File: config.mk
export PLATFORM = sky130hd
export DESIGN_NAME = rf_wb_queue
export DESIGN_NICKNAME = d
export VERILOG_FILES = /design/src/rtl/rv_pkg.sv /design/src/rtl/rf_wb_fwd_lookup.sv /design/src/rtl/rf_wb_queue.sv
export SDC_FILE = /design/constraint.sdc
export NUM_CORES = 1
export LEC_CHECK = 0
export BUFFER_PORTS_ARGS = -buffer_cell sky130_fd_sc_hd__buf_2
export CORE_MARGIN = 3
export CORE_UTILIZATION = 44
export DETAILED_ROUTE_END_ITERATION = 8
export GPL_ROUTABILITY_DRIVEN = 0
export PLACE_DENSITY_LB_ADDON = 0.2
export RECOVER_POWER = 25
export SYNTH_ARGS = -nofsm -noshare
export SYNTH_HDL_FRONTEND = slang
export SYNTH_SLANG_ARGS = --single-unit
File: constraint.sdc
create_clock -name CLK -period 3 [get_ports CLK]
set_input_delay 0.3 -clock CLK [delete_from_list [all_inputs] [get_ports CLK]]
set_output_delay 0.3 -clock CLK [all_outputs]
set_load 0.01 [all_outputs]
File: src/rtl/rv_pkg.sv
// Register-file shared types: address/data widths and the writeback entry record.
package rv_pkg;
  localparam int REG_AW = 5;
  localparam int XLEN   = 32;
  localparam logic [REG_AW-1:0] REG_X0 = 5'd0;

  typedef struct packed {
    logic [REG_AW-1:0] rd;
    logic [XLEN-1:0]   wd;
  } wb_entry_t;
endpackage

File: src/rtl/rf_wb_fwd_lookup.sv
// Youngest-match search over queue entries presented oldest-first (index 0 = head).
module rf_wb_fwd_lookup #(
  parameter int DEPTH = 4,
  parameter int AW    = 5,
  parameter int DW    = 32
) (
  input  logic [DEPTH-1:0]         vld,
  input  logic [DEPTH-1:0][AW-1:0] rd,
  input  logic [DEPTH-1:0][DW-1:0] wd,
  input  logic [AW-1:0]            ra,
  output logic                     hit,
  output logic [DW-1:0]            d
);
  // Later (younger) matches overwrite earlier ones.
  always_comb begin
    hit = 1'b0;
    d   = '0;
    if (ra != '0) begin
      for (int i = 0; i < DEPTH; i++) begin
        if (vld[i] && rd[i] == ra) begin
          hit = 1'b1;
          d   = wd[i];
        end
      end
    end
  end
endmodule

File: src/rtl/rf_wb_queue.sv
// Writeback queue: arbitrates LSU/ALU results into an in-order FIFO that drains
// into the register file write port, with forwarding of still-pending results.
module rf_wb_queue
  import rv_pkg::*;
#(
  parameter int DEPTH = 4,
  parameter int AW    = REG_AW,
  parameter int DW    = XLEN
) (
  input  logic                       CLK,
  input  logic                       RST,
  input  logic                       ALU_VLD,
  input  logic [AW-1:0]              ALU_RD,
  input  logic [DW-1:0]              ALU_WD,
  output logic                       ALU_RDY,
  input  logic                       LSU_VLD,
  input  logic [AW-1:0]              LSU_RD,
  input  logic [DW-1:0]              LSU_WD,
  output logic                       LSU_RDY,
  input  logic                       WB_STALL,
  output logic [AW-1:0]              A3,
  output logic [DW-1:0]              WD3,
  output logic                       WE,
  input  logic [AW-1:0]              RA1,
  input  logic [AW-1:0]              RA2,
  output logic                       FWD1_HIT,
  output logic [DW-1:0]              FWD1_D,
  output logic                       FWD2_HIT,
  output logic [DW-1:0]              FWD2_D,
  output logic [$clog2(DEPTH):0]     OCC
);
  localparam int PW = $clog2(DEPTH);
  localparam int CW = PW + 1;

  wb_entry_t        mem [DEPTH];
  logic [PW-1:0]    rd_ptr, wr_ptr;
  logic [CW-1:0]    count;
  logic             full, empty, lsu_acc, alu_acc, push, pop;
  wb_entry_t        push_e, head;

  assign full    = (count == CW'(DEPTH));
  assign empty   = (count == '0);
  assign LSU_RDY = ~full;
  assign ALU_RDY = ~full & ~LSU_VLD;
  assign lsu_acc = LSU_VLD & LSU_RDY;
  assign alu_acc = ALU_VLD & ALU_RDY;

  assign push_e.rd = lsu_acc ? LSU_RD : ALU_RD;
  assign push_e.wd = lsu_acc ? LSU_WD : ALU_WD;
  // x0 results complete the handshake but never occupy a slot.
  assign push = (lsu_acc | alu_acc) & (push_e.rd != REG_X0);

  assign WE   = ~empty & ~WB_STALL & ~RST;
  assign pop  = WE;
  assign head = mem[rd_ptr];
  assign A3   = empty ? '0 : head.rd;
  assign WD3  = empty ? '0 : head.wd;
  assign OCC  = count;

  always_ff @(posedge CLK) begin
    if (RST) begin
      rd_ptr <= '0;
      wr_ptr <= '0;
      count  <= '0;
    end else begin
      if (push) wr_ptr <= wr_ptr + 1'b1;
      if (pop)  rd_ptr <= rd_ptr + 1'b1;
      if (push && !pop)      count <= count + 1'b1;
      else if (!push && pop) count <= count - 1'b1;
    end
  end

  always_ff @(posedge CLK) begin
    if (push && !RST) mem[wr_ptr] <= push_e;
  end

  // Entries re-ordered by age so the lookup can apply last-match-wins.
  logic [DEPTH-1:0]         ord_vld;
  logic [DEPTH-1:0][AW-1:0] ord_rd;
  logic [DEPTH-1:0][DW-1:0] ord_wd;

  for (genvar i = 0; i < DEPTH; i++) begin : g_ord
    logic [PW-1:0] idx;
    assign idx        = rd_ptr + PW'(i);
    assign ord_vld[i] = (CW'(i) < count);
    assign ord_rd[i]  = mem[idx].rd;
    assign ord_wd[i]  = mem[idx].wd;
  end

  rf_wb_fwd_lookup #(.DEPTH(DEPTH), .AW(AW), .DW(DW)) u_fwd1 (
    .vld(ord_vld), .rd(ord_rd), .wd(ord_wd), .ra(RA1), .hit(FWD1_HIT), .d(FWD1_D)
  );

  rf_wb_fwd_lookup #(.DEPTH(DEPTH), .AW(AW), .DW(DW)) u_fwd2 (
    .vld(ord_vld), .rd(ord_rd), .wd(ord_wd), .ra(RA2), .hit(FWD2_HIT), .d(FWD2_D)
  );
endmodule

## Yosys cells after proc, flatten, opt, wreduce, memory -nomap -nowiden

Memory sizes are Yosys's and may differ from the RTL's. A register that Yosys moved wholly into a read port is not among the register bits.
Cells that the tools add are included.

- Register bits: 7
- Output and inout port bits: 109
- Memory bits (writable): 148
- Memories kept: 1
- Word-level logic and storage cells: 84

- Magnitude comparators: 4
- Multiplexer cells: 30
- Reductions and logical operators: 19
- $add $sub $neg: 6
- Eq/ne operators: 9
- Bitwise operators: 12

Memories:

| memory | words | width | rd ports | clocked after memory_dff | write ports | RTL line | text |
|---|---|---|---|---|---|---|---|
| mem | 4 | 37 | 4 | 1 | 1 | rf_wb_queue.sv:35 | `wb_entry_t mem [DEPTH];` |

Operators with widths:

| kind | count |
|---|---|
| 32-bit two-way mux | 12 |
| 5-bit equality test | 8 |
| 5-bit nonzero test | 3 |
| 1-bit two-way mux | 12 |
| 1-bit logical AND | 11 |
| 5-bit two-way mux | 2 |
| 1-bit bitwise AND | 6 |
| 1-bit by 3-bit less-than comparator with 1-bit output, first input constant | 2 |
| 2-bit by 3-bit less-than comparator with 1-bit output, first input constant | 2 |
| 3-bit two-way mux | 2 |
| 1-bit NOT | 5 |
| 2-bit by 1-bit adder with 2-bit output, second input constant | 2 |
| 2-bit adder, second input constant | 2 |
| 2-bit two-way mux | 2 |
| 3-bit by 1-bit adder with 3-bit output, second input constant | 1 |
| 3-bit equality test, second input constant | 1 |
| 1-bit logical NOT | 3 |
| 3-bit logical NOT | 1 |
| 3-bit by 1-bit subtractor with 3-bit output, second input constant | 1 |
| 2-bit nonzero test | 1 |
| 1-bit bitwise OR | 1 |

## Depth between registers and ports, before layout

Gate-level depths: netlist of run 1.

- Depth after elaboration: 10
- Depth in mapped cells: 13
- Depth with buffers taken out: 12

## Cells and area by module

A second synthesis of run 1 with hierarchy kept.

- Cell total of the unflattened synthesis: 865
- Area, all modules: 12020.3 sq um

Modules (own cells, without submodules):

| module | cells each | instances | sequential area each (sq um) | area each (sq um) |
|---|---|---|---|---|
| rf_wb_queue | 479 | 1 | 4624.4 | 9255.1 |
| rf_wb_fwd_lookup | 193 | 2 | 0.0 | 1382.6 |

## Least setup slack after synthesis of run 1

OpenSTA, ideal clock, no wires.

- Kind: reg2reg
- Start point: register count[0] (netlist: OCC[0])
- End point: memory mem[0][0] (netlist bit), enable pin
- Arrival time: 2.880 ns
- Slack: -0.308 ns
- Cell stages (with the launch flop): 9
- Clock period less this slack: 3.308 ns
- Cell sequence: dfxtp_1 -> inv_1 -> ha_1 -> a21boi_1 -> clkbuf_1 -> mux2_2 -> o31ai_1 -> nor2_1 -> and2_1

RTL lines:

| element | RTL line | text |
|---|---|---|
| start: declaration | rf_wb_queue.sv:37 | `logic [CW-1:0] count;` |
| start signal: assignment | rf_wb_queue.sv:68 | `if (push && !pop) count <= count + 1'b1;` |
| start signal: assignment | rf_wb_queue.sv:69 | `else if (!push && pop) count <= count - 1'b1;` |
| end: declaration | rf_wb_queue.sv:35 |  |

## Worst setup path in the final report of run 1

- Start point: register rd_ptr[0]
- End point: output port FWD1_D[15]

- Cells in the longest elaborated chain, start to end: 8
- Elaborated cells on any way between the ends: 14
- Those cells by class: 3 x add/sub; 3 x eq/ne; 4 x mux; 3 x reduce/logical; 1 x memory

RTL lines:

| element | RTL line | text |
|---|---|---|
| start: declaration | rf_wb_queue.sv:36 | `logic [PW-1:0] rd_ptr, wr_ptr;` |
| start signal: assignment | rf_wb_queue.sv:67 | `if (pop) rd_ptr <= rd_ptr + 1'b1;` |
| 2-bit by 1-bit adder with 2-bit output | rf_wb_queue.sv:84 | `assign idx = rd_ptr + PW'(i);` |
| memory read 4 x 37 bit (*) | -- |  |
| 5-bit equality test | rf_wb_fwd_lookup.sv:20 | `if (vld[i] && rd[i] == ra) begin` |
| 1-bit logical AND | rf_wb_fwd_lookup.sv:20 |  |
| 32-bit two-way mux (2 in a row) | rf_wb_fwd_lookup.sv:20 |  |
| 32-bit two-way mux (*) | rf_wb_fwd_lookup.sv:20 |  |
| 32-bit two-way mux (*) | rf_wb_fwd_lookup.sv:18 | `if (ra != '0) begin` |
| end: declaration | rf_wb_queue.sv:27 | `output logic [DW-1:0] FWD1_D,` |

Every way passes the cells marked *; elsewhere a longest branch is shown, timed or not.

==> reports/results.txt, run 1 <==
The run finished, with violations left. The final reports fail on negative setup slack. The later pin in the worst-skew pair is clocked with a latency of 0.43 ns. In the post-synthesis netlist, the biggest area contributors are sky130_fd_sc_hd__edfxtp_1 36%, sky130_fd_sc_hd__mux4_2 12%, sky130_fd_sc_hd__mux2_2 8.1%. The synthesized netlist occupies a cell area of 0.0124 mm^2. The tools report the combined global-route utilization of all metal layers as 0.277. The tools report the kind of launch point of the worst setup path as a flop. The logs give 0.102 for the relative slew slack and 3.28 ns for the arrival time reported for the critical path endpoint. The run gives 0 as the initial antenna violation count. The setup slack of the worst register-to-register path is -0.19 ns, and the top fanout value on the critical path is 12. The number of primary I/O pins came out at 198.

The net count of the finished layout is 1,553. The cell type of the slowest stage on the worst timing path is sky130_fd_sc_hd__mux4_2. Subtracting the final worst setup slack from the clock period gives 3.58 ns.

The type of the tightest min-delay check was in2reg. VDD sags by at most 431 uV. In this run the clock root is driven by a sky130_fd_sc_hd__clkbuf_16. Number of storage elements in the synthesis netlist: 157. Compared with the post-synthesis result, the final layout area differs by 33.2%. The tools report the half-perimeter wire length of the detailed placement result as 28.1 mm. The layout has 2,312 filler cells. Walking the worst path, the cells encountered are buf_4 > buf_12 > mux4_2 > xnor2_1 > nand4_1 > buf_4 > nor3_4 > buf_12 > buf_12 > nand2_1 > a31oi_1 > buf_4 > buf_4. The initialized floorplan defines 60 standard-cell rows. TritonCTS built the clock tree.

The detail route stage leaves a number of antenna-violating nets equal to 0. The number of buffers and inverters on the critical path is 7. Total vias in the final route: 11,800. The fraction of final layout cells with drive strength greater than 1 came out at 0.480.

Clock-pin slew was measured on the worst setup and hold paths at 0.07 ns. Counting the buffers created by CTS gives 17. STA classifies the critical path endpoint as an output pin. The repair_antennas step left the layout with diodes totalling 0.

The static leakage was 5.89 nW; the die height was 174 um. The final setup slack of the worst path is -0.580 ns, and the total core area is 0.0273 mm^2. The classification of the worst setup path is reg2out.

The run gives 4 as the H-tree depth. The final standard cell utilization of the core was 0.605; the post-place setup slack was -0.316 ns. Data required time at the worst endpoint: 2.70 ns. The most numerous cell type found on the critical path is sky130_fd_sc_hd__buf_4. Dividing total power by cell area gives a power density of 689 mW/mm^2. The clock net sink count came out at 157. The die footprint was 0.0303 mm^2; the final routed DRC violation total was 0. For the final worst clock skew, the log shows 0.00808 ns. Buffers inserted to repair hold after CTS numbered 0. The cell count after synthesis came out at 1,204.

The most common flop cell mapped by yosys is sky130_fd_sc_hd__edfxtp_1. The proportion of register bits with asynchronous set or reset after synthesis was 0. Port buffering added 197 buffers. Entering global routing, the biggest net connects 68 pins.

The initial cell density of the core is 0.454, and the worst stage delay on the critical path is 0.53 ns. The slew of the pin with the lowest slew margin works out to 1.34 ns. Setup repair after global routing could not meet its margin everywhere.

Yosys mapped the design onto 48 distinct sky130hd cell types. For the wire length of the first global-routing pass, the log shows 65.2 mm. The synthesized design contains 148 enable-type register cells. Static timing analysis puts the maximum clock frequency at 0.279 GHz. The via-per-instance ratio is 6.39, and the setup TNS is -59.73 ns. The tools report the total count of max-transition violations in the final report as 0. After synthesis, the mean cell area works out to 10.3 um^2.

Post-route clock period utilization: 1.19. The width of the die is 174 um. The number of global-route vias before repair was 11,200; the initial detailed-routing violation count was 1,320. The longest clock path from root to sink contains 2 buffers.

For this run, the number of Yosys warnings is 0. The total wire length after detailed routing is 45.4 mm. The detailed-router iteration count before antenna repair is 5. Broken down by cell family, the worst path's largest delay share belongs to buffers and inverters. The area share of the leading cell type in the synthesized netlist works out to 0.358. Across the run, the number of max-cap violations was 0. Total nets after synthesis: 1,302.

Of all cell types, the one taking the most synthesized area is sky130_fd_sc_hd__edfxtp_1. The run gives 0.372 as the sequential area share after synthesis. Setup violations remaining at the end of the flow were counted as 236. After global routing the overflow that remains totals 0. The final hold violation count was 0. Dividing the detail-routed wire length by the instance count gives 24.7 um.
-- stage by stage --
step           hold WS, ns  area, um^2  instances  total power [W]
6_report             0.187       16500       1840           0.0114
5_1_grt              0.200       16500       1840           0.0119
4_1_cts              0.169       15700       1819           0.0110
3_5_place_dp         0.569       14500       1759          0.00862
3_3_place_gp         0.554       14500       1759          0.00856
2_1_floorplan        0.504       12400       1204          0.00646
-- layout make-up --
class,instances,area (um^2),area share
Clock buffer,18,429,0.0260
Tap cell,372,465,0.0282
Timing Repair Buffer,358,2730,0.165
Multi-Input combinational cell,908,8100,0.490
Clock inverter,14,121,0.00734
Inverter,13,48.8,0.00295
Sequential cell,157,4640,0.281
-- sequential cells by signal (all words and copies together), names as in the netlist, named ones only --
name / cells
OCC: 3
wr_ptr: 2
rd_ptr: 2
mem: 148
-- layout by cell type (no fill, tap or decap), types with 13 or more instances in the layout --
| cell type | synthesis | layout |
|---|---|---|
| sky130_fd_sc_hd__nor3_2 | 21 | 51 |
| sky130_fd_sc_hd__mux2_1 | 0 | 21 |
| sky130_fd_sc_hd__a31oi_1 | 33 | 15 |
| sky130_fd_sc_hd__edfxtp_1 | 148 | 148 |
| sky130_fd_sc_hd__a21oi_1 | 86 | 65 |
| sky130_fd_sc_hd__nor3_1 | 87 | 40 |
| sky130_fd_sc_hd__nand2_1 | 95 | 92 |
| sky130_fd_sc_hd__buf_2 | 21 | 192 |
| sky130_fd_sc_hd__nor2_1 | 70 | 68 |
| sky130_fd_sc_hd__mux2_2 | 89 | 68 |
| sky130_fd_sc_hd__a31oi_2 | 0 | 16 |
| sky130_fd_sc_hd__nor3_4 | 0 | 17 |
| sky130_fd_sc_hd__buf_12 | 0 | 26 |
| sky130_fd_sc_hd__o21ai_0 | 109 | 106 |
| sky130_fd_sc_hd__mux4_2 | 68 | 68 |
| sky130_fd_sc_hd__a211oi_2 | 27 | 26 |
| sky130_fd_sc_hd__buf_4 | 5 | 103 |
| sky130_fd_sc_hd__mux2i_1 | 61 | 61 |
| sky130_fd_sc_hd__xnor2_2 | 0 | 13 |
| sky130_fd_sc_hd__buf_6 | 2 | 16 |
| sky130_fd_sc_hd__clkbuf_16 | 0 | 22 |
| sky130_fd_sc_hd__xnor2_1 | 32 | 18 |
| sky130_fd_sc_hd__o211ai_1 | 29 | 29 |
-- routing by layer --
layer	track usage	wire [um]	vias up
met2	0.467	21900	777
met1	0.356	17300	5716
met5	0	0	-
met3	0.0494	4380	143
li1	-	-	5119
met4	0.108	1800	0
-- kinds of logic after synthesis --
kind of cell | Yosys count | share of synthesized area
AND/OR/NAND/NOR | 329 | 0.132
AO/OA/AOI/OAI | 307 | 0.155
multiplexers | 218 | 0.253
flip-flops | 157 | 0.372
buffers and inverters | 140 | 0.0472
XOR/XNOR | 44 | 0.0310
adder cells (fa/ha/maj) | 9 | 0.00907
-- final timing paths --
path	startpoint	end	cells after the start
worst max-delay path	rd_ptr[0]$_SDFFE_PP0P_	FWD1_D[15]	13
worst min-delay path	RST	rd_ptr[0]$_SDFFE_PP0P_	2
worst max register to register	OCC[0]$_SDFFE_PP0P_	mem[0][21]$_DFFE_PP_	10
worst min register to register	wr_ptr[1]$_SDFFE_PP0N_	wr_ptr[1]$_SDFFE_PP0N_	2
-- what timing repair did --
item	CTS	global route
setup buffers	24	19
resized for setup	93	114
pin swaps	41	48
endpoints found under the setup margin	66	133
gates cloned	4	6
-- synth_stat cells, types with 10 or more instances --
cell                         n
sky130_fd_sc_hd__nand2_1    95
sky130_fd_sc_hd__a21oi_1    86
sky130_fd_sc_hd__nor3_1     87
sky130_fd_sc_hd__clkbuf_1   84
sky130_fd_sc_hd__buf_2      21
sky130_fd_sc_hd__a211oi_2   27
sky130_fd_sc_hd__edfxtp_1  148
sky130_fd_sc_hd__xnor2_1    32
sky130_fd_sc_hd__buf_1      15
sky130_fd_sc_hd__nor3_2     21
sky130_fd_sc_hd__mux2_2     89
sky130_fd_sc_hd__xor2_1     12
sky130_fd_sc_hd__inv_1      13
sky130_fd_sc_hd__o211ai_1   29
sky130_fd_sc_hd__o21ai_0   109
sky130_fd_sc_hd__a31oi_1    33
sky130_fd_sc_hd__mux4_2     68
sky130_fd_sc_hd__or3_1      10
sky130_fd_sc_hd__mux2i_1    61
sky130_fd_sc_hd__nor2_1     70
-- power breakdown --
group | total (W) | internal [W] | switching [W]
clock network | 0.00205 | 0.00114 | 0.000912
registers | 0.00304 | 0.00281 | 0.000230
logic | 0.00630 | 0.00256 | 0.00374
No activity file was read; power rests on OpenSTA's default activity.
==> run 2, diff against run 1 <==
--- a/config.mk
+++ b/config.mk
@@ -8,6 +8,7 @@
 export BUFFER_PORTS_ARGS = -buffer_cell sky130_fd_sc_hd__buf_2
 export CORE_MARGIN = 3
 export CORE_UTILIZATION = 44
+export CTS_BUF_LIST = sky130_fd_sc_hd__clkbuf_4 sky130_fd_sc_hd__clkbuf_8
 export DETAILED_ROUTE_END_ITERATION = 8
 export GPL_ROUTABILITY_DRIVEN = 0
 export PLACE_DENSITY_LB_ADDON = 0.2
==> run 2 against run 1 <==
  * Final area about the same
  * Largest cell class unchanged
  * Flip-flop and latch count unchanged
  * Global-route usage decreased by 0.12 points
  * The flow still finishes with violations (negative setup slack)
  * Critical path depth decreased by 2
  * Sequential power about the same
  * Routed wire length increased by 0.33%
  * Non-clock buffer count unchanged
==> reports/results.txt, run 2 (synthesis gave the netlist of run 1 again) <==
The total clock buffers created by CTS is 17, and the top fanout value on the critical path is 6. Pin placement for this block handled 198 I/O pins. At the worst endpoint, the required time is 2.70 ns. The tools report the met3 wire length as 4.70 mm. The placement row count came out at 60. Setup repair after global routing could not meet its margin everywhere. The run gives 0.278 as the sequential cell fraction of total power.

Max-cap violations in this run came to 0. The tools report the total power as 0.0109 W. The count of nets left with antenna violations once routing finished came out at 0. The tools report the final setup slack of the worst path as -0.637 ns.

The repair_antennas step left the layout with diodes totalling 0. Final standard cell utilization of the core: 0.605. The combinational power share is 0.584.

Classification of the worst setup path: reg2out. The number of global-route vias before repair came out at 11,100. The checks that failed: negative setup slack.

The fill cell instance count of the final layout was 2,300. Leaving out fill and tap cells, the most frequent cells in the layout are 192 x sky130_fd_sc_hd__buf_2, 148 x sky130_fd_sc_hd__edfxtp_1, 106 x sky130_fd_sc_hd__o21ai_0. Setup violations remaining at the end of the flow were counted as 242. Leaving out filler cells and counting taps, the final layout contains 1,840.

Summed over all nets, the half-perimeter wirelength after detailed placement is 28.1 mm. The register name with the most flops is mem. The detailed-router iteration count before antenna repair is 6. Across the routed clock network, the largest skew measured is 0.00985 ns. TritonCTS built the clock tree. The global-route congestion overflow total is 0. STA classifies the critical path endpoint as an output pin. The worst stage delay on the critical path works out to 0.56 ns.

The initial detailed-routing violation count is 1,510. After layout, the minimum clock period comes to 3.64 ns. In this run the deepest clock path goes through 2 buffers. Wires add up to 45.5 mm. Summing over every cut layer, the via total after detailed routing is 11,700. The flow ran to the end, but the final reports show violations. The core region is 0.0273 mm^2. The post-route clock period utilization works out to 1.21. Die height: 174 um.

The tools report the initial antenna violation count as 0. At the pin with the least slew margin, the transition time is 1.34 ns. Counting every sink on the clock net gives 157. Derived from the worst setup path, the maximum achievable clock frequency is 0.275 GHz. On the critical path, the stage with the largest delay is an instance of sky130_fd_sc_hd__mux4_2. The tools report the combined global-route utilization of all metal layers as 0.276. The fraction of power spent switching nets was 0.446; the relative slew slack was 0.105. Compared with the post-synthesis result, the final layout area differs by 33.2%.

Cell internal power was estimated by the tool at 0.00605 W. The maximum number of pins on one net before global-route repair came out at 68. The uppermost layer routed was met4.

The final routed wire length divided by cell count works out to 24.7 um. The path class of the tightest hold or removal check is in2reg. The cell at the root of the clock tree was sky130_fd_sc_hd__clkbuf_8. The width of the die was 174 um; the worst-case vdd ir drop was 321 uV. The register with the most flip-flops in the layout has 148 of them.

The tools report the final hold violation count as 0. In this run the power spent charging and discharging nets is 0.00487 W. Buffers placed on the I/O ports in this run total 197. Wire length on met2: 21.9 mm. Using the TritonRoute via totals, the vias-per-cell ratio works out to 6.38. The kind of launch point of the worst setup path is a flop. Data on the critical path arrives at its endpoint at 3.34 ns. The signal on the critical path passes through buf_6 > buf_6 > mux4_2 > xnor2_2 > nand4_1 > buf_12 > or2_4 > buf_12 > mux2i_1 > a211oi_2 > buf_2. Fraction of final layout cells with drive strength greater than 1: 0.489. The total count of max-transition violations in the final report is 0, and the wire length of the first global-routing pass is 64.8 mm. For the static leakage, the log shows 5.86 nW. For this run, the post-layout net count is 1,553.

In the routed design, unresolved DRC markers number 0. The total placed cells including tap cells is 1,759, and the clock transition time at the flip-flop clock pins of the worst setup and hold paths is 0.09 ns. The die footprint was 0.0303 mm^2; the insertion delay of the later-clocked pin in the worst-skew pair was 0.47 ns. The library cell used most frequently in the layout, excluding fill and tap cells, is sky130_fd_sc_hd__buf_2. For the total routed wire length on the met1 layer, the log shows 17.4 mm. In this run the power density over the cells is 661 mW/mm^2. The H-tree generated during clock tree synthesis spans 4 levels. Part of the total power dissipated in the clock network: 0.139. The initial cell density of the core came out at 0.454.
## run 2: area by class of cell
class / instances / area, um^2 / area share
clock buffer: 18 / 241 / 0.0146
clock inverter: 14 / 121 / 0.00734
inverter: 13 / 48.8 / 0.00295
multi-input combinational: 908 / 8190 / 0.496
sequential: 157 / 4640 / 0.281
tap: 372 / 465 / 0.0282
timing repair buffer: 358 / 2820 / 0.171
## run 2: critical path, delay by kind of cell (launching register included)
family / cells / cell delay (ns)
mux: 2 / 0.70
compound gates: 1 / 0.28
simple gates: 2 / 0.47
xor+xnor: 1 / 0.17
buf+inv: 5 / 0.81
flops: 1 / 0.42
## run 2: final timing paths
path | startpoint | end | slack, ns | cells past startpoint
worst max-delay path | mem[3][32]$_DFFE_PP_ | FWD2_D[13] | -0.64 | 11
worst min-delay path | RST | rd_ptr[0]$_SDFFE_PP0P_ | 0.15 | 2
worst max register to register | OCC[0]$_SDFFE_PP0P_ | mem[1][26]$_DFFE_PP_ | -0.20 | 10
worst min register to register | wr_ptr[1]$_SDFFE_PP0N_ | wr_ptr[1]$_SDFFE_PP0N_ | 0.57 | 2
## run 2: per-stage QoR
stage	hold WS [ns]	instance area [um^2]	TNS, ns	setup WS, ns
detailed placement	0.569	14500	-7.86	-0.316
floorplan	0.504	12400	0	0.0492
global route	0.145	16500	-102.65	-0.665
global placement	0.554	14500	-6.94	-0.308
finish	0.146	16500	-59.41	-0.637
CTS	0.119	15600	-30.35	-0.546
## run 2: power groups by stage
stage          Clock [W]  Sequential, W  Combinational, W
6_report         0.00152        0.00303           0.00637
2_1_floorplan          0        0.00299           0.00347
3_5_place_dp           0        0.00310           0.00552
4_1_cts          0.00152        0.00304           0.00585
3_3_place_gp           0        0.00308           0.00548
5_1_grt          0.00162        0.00307           0.00675
## run 2: metal layers
layer | global-route usage | vias to the layer above
met2 | 0.462 | 768
li1 | - | 5098
met4 | 0.102 | 0
met1 | 0.358 | 5717
met3 | 0.0524 | 151
met5 | 0 | -
## run 2: timing repair
| action | CTS | global route |
|---|---|---|
| endpoints found under the setup margin | 66 | 160 |
| hold buffers | 0 | 0 |
| endpoints found under the hold margin | 0 | 0 |
| pin swaps | 33 | 58 |
| gates cloned | 5 | 7 |
| gates resized for setup | 90 | 141 |
| setup buffers | 20 | 19 |
==> run 3, diff against run 2 <==
--- a/config.mk
+++ b/config.mk
@@ -6,8 +6,10 @@
 export NUM_CORES = 1
 export LEC_CHECK = 0
 export BUFFER_PORTS_ARGS = -buffer_cell sky130_fd_sc_hd__buf_2
+export CELL_PAD_IN_SITES_DETAIL_PLACEMENT = 0
+export CELL_PAD_IN_SITES_GLOBAL_PLACEMENT = 1
 export CORE_MARGIN = 3
-export CORE_UTILIZATION = 44
+export CORE_UTILIZATION = 42
 export CTS_BUF_LIST = sky130_fd_sc_hd__clkbuf_4 sky130_fd_sc_hd__clkbuf_8
 export DETAILED_ROUTE_END_ITERATION = 8
 export GPL_ROUTABILITY_DRIVEN = 0
@@ -16,3 +18,4 @@
 export SYNTH_ARGS = -nofsm -noshare
 export SYNTH_HDL_FRONTEND = slang
 export SYNTH_SLANG_ARGS = --single-unit
+export TNS_END_PERCENT = 30
==> run 3 against run 2 <==
  * The run still ends with negative setup slack left
  * Non-clock buffer count shrank 7
  * Routed wire length shrank 5.2%
  * Critical endpoint is now FWD2_D[26]
  * Register-to-register slack lost 0.05 ns
==> reports/results.txt, run 3 (synthesis gave the netlist of run 1 again) <==
The setup slack of the worst register-to-register path is -0.25 ns. STA classifies the critical path endpoint as an output pin. The clock transition time at the flip-flop clock pins of the worst setup and hold paths works out to 0.10 ns.

The final routed DRC violation total came out at 0. Relative slew slack: 0.251. For the combinational power share, the log shows 0.565.

For the total core area, the log shows 0.0289 mm^2. The synthesis-to-finish area growth was 27.5%; the number of antenna diodes was 0. The startpoint identified for the worst register-to-register timing path is OCC[1]$_SDFFE_PP0P_.

The library cell used most frequently in the layout, excluding fill and tap cells, is sky130_fd_sc_hd__buf_2. The initial cell density of the core was 0.429; the data required time at the worst endpoint was 2.70 ns. Counting cells, the worst reg-to-reg path comes to 10. The top fanout value on the critical path works out to 5. Power density over the cells: 672 mW/mm^2. After the first detailed-routing iteration, the DRC count stood at 1,055. In this run the critical register-to-register path is captured at mem[2][28]$_DFFE_PP_.

In the layout the commonest cells are 189 x sky130_fd_sc_hd__buf_2, 148 x sky130_fd_sc_hd__edfxtp_1, 98 x sky130_fd_sc_hd__o21ai_0. The run gives 0 as the count of max-cap constraint violations. The placement row count came out at 62. The completed layout was analyzed and its total power is 0.0106 W.

mem holds more flip-flops than any other register. Setup repair after global routing could not meet its margin everywhere. The tools report the clock net sink count as 157.

The first TritonRoute pass finished after 7 iterations. The width of the die is 178 um, and the post-route clock period utilization is 1.15. The H-tree generated during clock tree synthesis spans 4 levels.

The worst hold path belongs to the class in2reg. The tools report the combined global-route utilization of all metal layers as 0.266. Detailed placement ended at an HPWL of 28.4 mm.

The static leakage was 5.59 nW. The number of flip-flops under the largest register name came out at 148. At the worst endpoint, the arrival time is 3.15 ns.

Entering global routing, the biggest net connects 61 pins. Between clock sinks in the finished design, the worst skew comes to 0.0184 ns. The classification of the worst setup path was reg2out. The most numerous cell type found on the critical path is sky130_fd_sc_hd__buf_6.

Summing over every cut layer, the via total after detailed routing is 11,200. The run gives 2 as the worst-case clock buffer depth. The fraction of final layout cells with drive strength greater than 1 is 0.436, and the maximum clock frequency is 0.290 GHz. Setup violations remaining at the end of the flow were counted as 213. For this design the total switching power over the nets is 0.00462 W. The fraction of power spent switching nets came out at 0.435. The flow ran to the end, but the final reports show violations. For the initial antenna violation count, the log shows 0. The start point of the worst min-delay path was RST.

The final setup slack of the worst path was -0.451 ns. The sequential cell fraction of total power is 0.284. The register area is 0.00464 mm^2, and the fill cell instance count of the final layout is 2,507. The largest individual stage delay along the critical path comes from the cell sky130_fd_sc_hd__mux4_2.

The total wire length after detailed routing was 43.1 mm; the slew of the pin with the lowest slew margin was 1.12 ns. The root buffer cell chosen for the clock tree is sky130_fd_sc_hd__clkbuf_8. The final routed wire length divided by cell count works out to 23.4 um. After detailed routing, the number of vias per cell comes to 6.07. The worst stage delay on the critical path is 0.55 ns, and the part of the total power dissipated in the clock network is 0.151. In this run the remaining antenna-violating nets after routing total 0. The tools report the total count of max-transition violations in the final report as 0.

The kind of launch point of the worst setup path was a flop. After global routing the overflow that remains totals 0. The run gives -0.105 ns as the post-place setup slack. The cell count of the worst hold path came out at 2.

The logs give 198 for the number of primary I/O pins and 352 uV for the worst-case vdd ir drop. The tools report the capturing instance or port of the critical path as FWD2_D[26]. The worst path in the final design needs a cycle of 3.45 ns, including I/O delays and setup. The clock reaches the later pin of the worst-skew pair after 0.46 ns. Die footprint: 0.0317 mm^2. The number of clock buffers added by TritonCTS is 17. The number of nets in the finished design is 1,545. The wire length of the first global-routing pass came out at 64.2 mm. The signal on the critical path passes through buf_6 > mux4_2 > xor2_4 > nor4_4 > buf_4 > a21oi_4 > buf_6 > buf_6 > a211oi_2 > buf_2.

TritonCTS built the clock tree. The die is 178 um tall. The number of buffer cells added on primary ports works out to 197. The final hold violation count was 0.

The checks that failed: negative setup slack. The internal power component was 0.00602 W. The run gives 0.00760 mm^2 as the area used by multi-input combinational logic. The tools report the source of the critical timing path as mem[1][35]$_DFFE_PP_. After clock tree synthesis, the flow added hold-fix buffers numbering 0. The tools report the number of global-route vias before repair as 11,000.
==> run 3: changes by cell type in the layout (fill, tap and decap cells not counted), sizes merged <==
cell      change
inv           +9
clkinv        -7
clkbuf        -5
buf           -2
a21oi         -1
bufbuf        -1
clkinvlp      -1
==> run 3: layout make-up <==
class,count,area share
flip-flops and latches,157,0.293
inverters,13,0.00308
multi-input cells,907,0.480
clock inverters,15,0.00957
clock buffers,17,0.0148
well taps,384,0.0304
repair buffers,351,0.169
==> run 3: how the worst min path moves through the flow <==
stage / end
finish: flop
global placement: wr_ptr[1]$_SDFFE_PP0N_
floorplan: flop
global route: rd_ptr[0]$_SDFFE_PP0P_
CTS: rd_ptr[0]$_SDFFE_PP0P_
detailed placement: wr_ptr[1]$_SDFFE_PP0N_
==> run 3: repair_timing <==
action	in CTS	in global routing
gates cloned	2	3
setup buffers	18	7
setup endpoints to repair	66	69
gates resized for setup	76	51
pin swaps	55	27
==> run 3: metal layers <==
metal	up-vias	track usage	part of all wire
met1	5481	0.360	0.42
met2	528	0.445	0.48
li1	5089	-	-
met4	0	0.0841	0.027
met3	91	0.0347	0.067
met5	-	0	0
==> run 3: worst max-delay path: cells and delay by family (launching register included) <==
family	cells	cell delay [ns]
muxes	1	0.55
AOI/OAI and AO/OA	2	0.34
DFF	1	0.44
xor gates and xnor gates	1	0.20
and+or+nand+nor	1	0.35
buffers and inverters	5	0.81
==> run 3: power groups by stage <==
| stage | Sequential, W | Combinational (W) | Clock, W |
|---|---|---|---|
| final | 0.00302 | 0.00601 | 0.00161 |
| after global placement | 0.00308 | 0.00552 | 0 |
| after global routing | 0.00306 | 0.00643 | 0.00172 |
| after floorplan | 0.00299 | 0.00347 | 0 |
| after detailed placement | 0.00310 | 0.00558 | 0 |
| after CTS | 0.00302 | 0.00591 | 0.00164 |
==> run 3: through the flow <==
step / utilization / instances / TNS (ns) / instance area [um^2] / hold WS [ns]
after CTS: 0.536 / 1835 / -22.50 / 15500 / 0.116
after global routing: 0.547 / 1844 / -97.83 / 15800 / 0.118
final: 0.547 / 1844 / -56.28 / 15800 / 0.135
after detailed placement: 0.505 / 1783 / -1.47 / 14600 / 0.559
after global placement: 0.505 / 1783 / -1.66 / 14600 / 0.556
after floorplan: - / 1204 / 0 / 12400 / 0.504
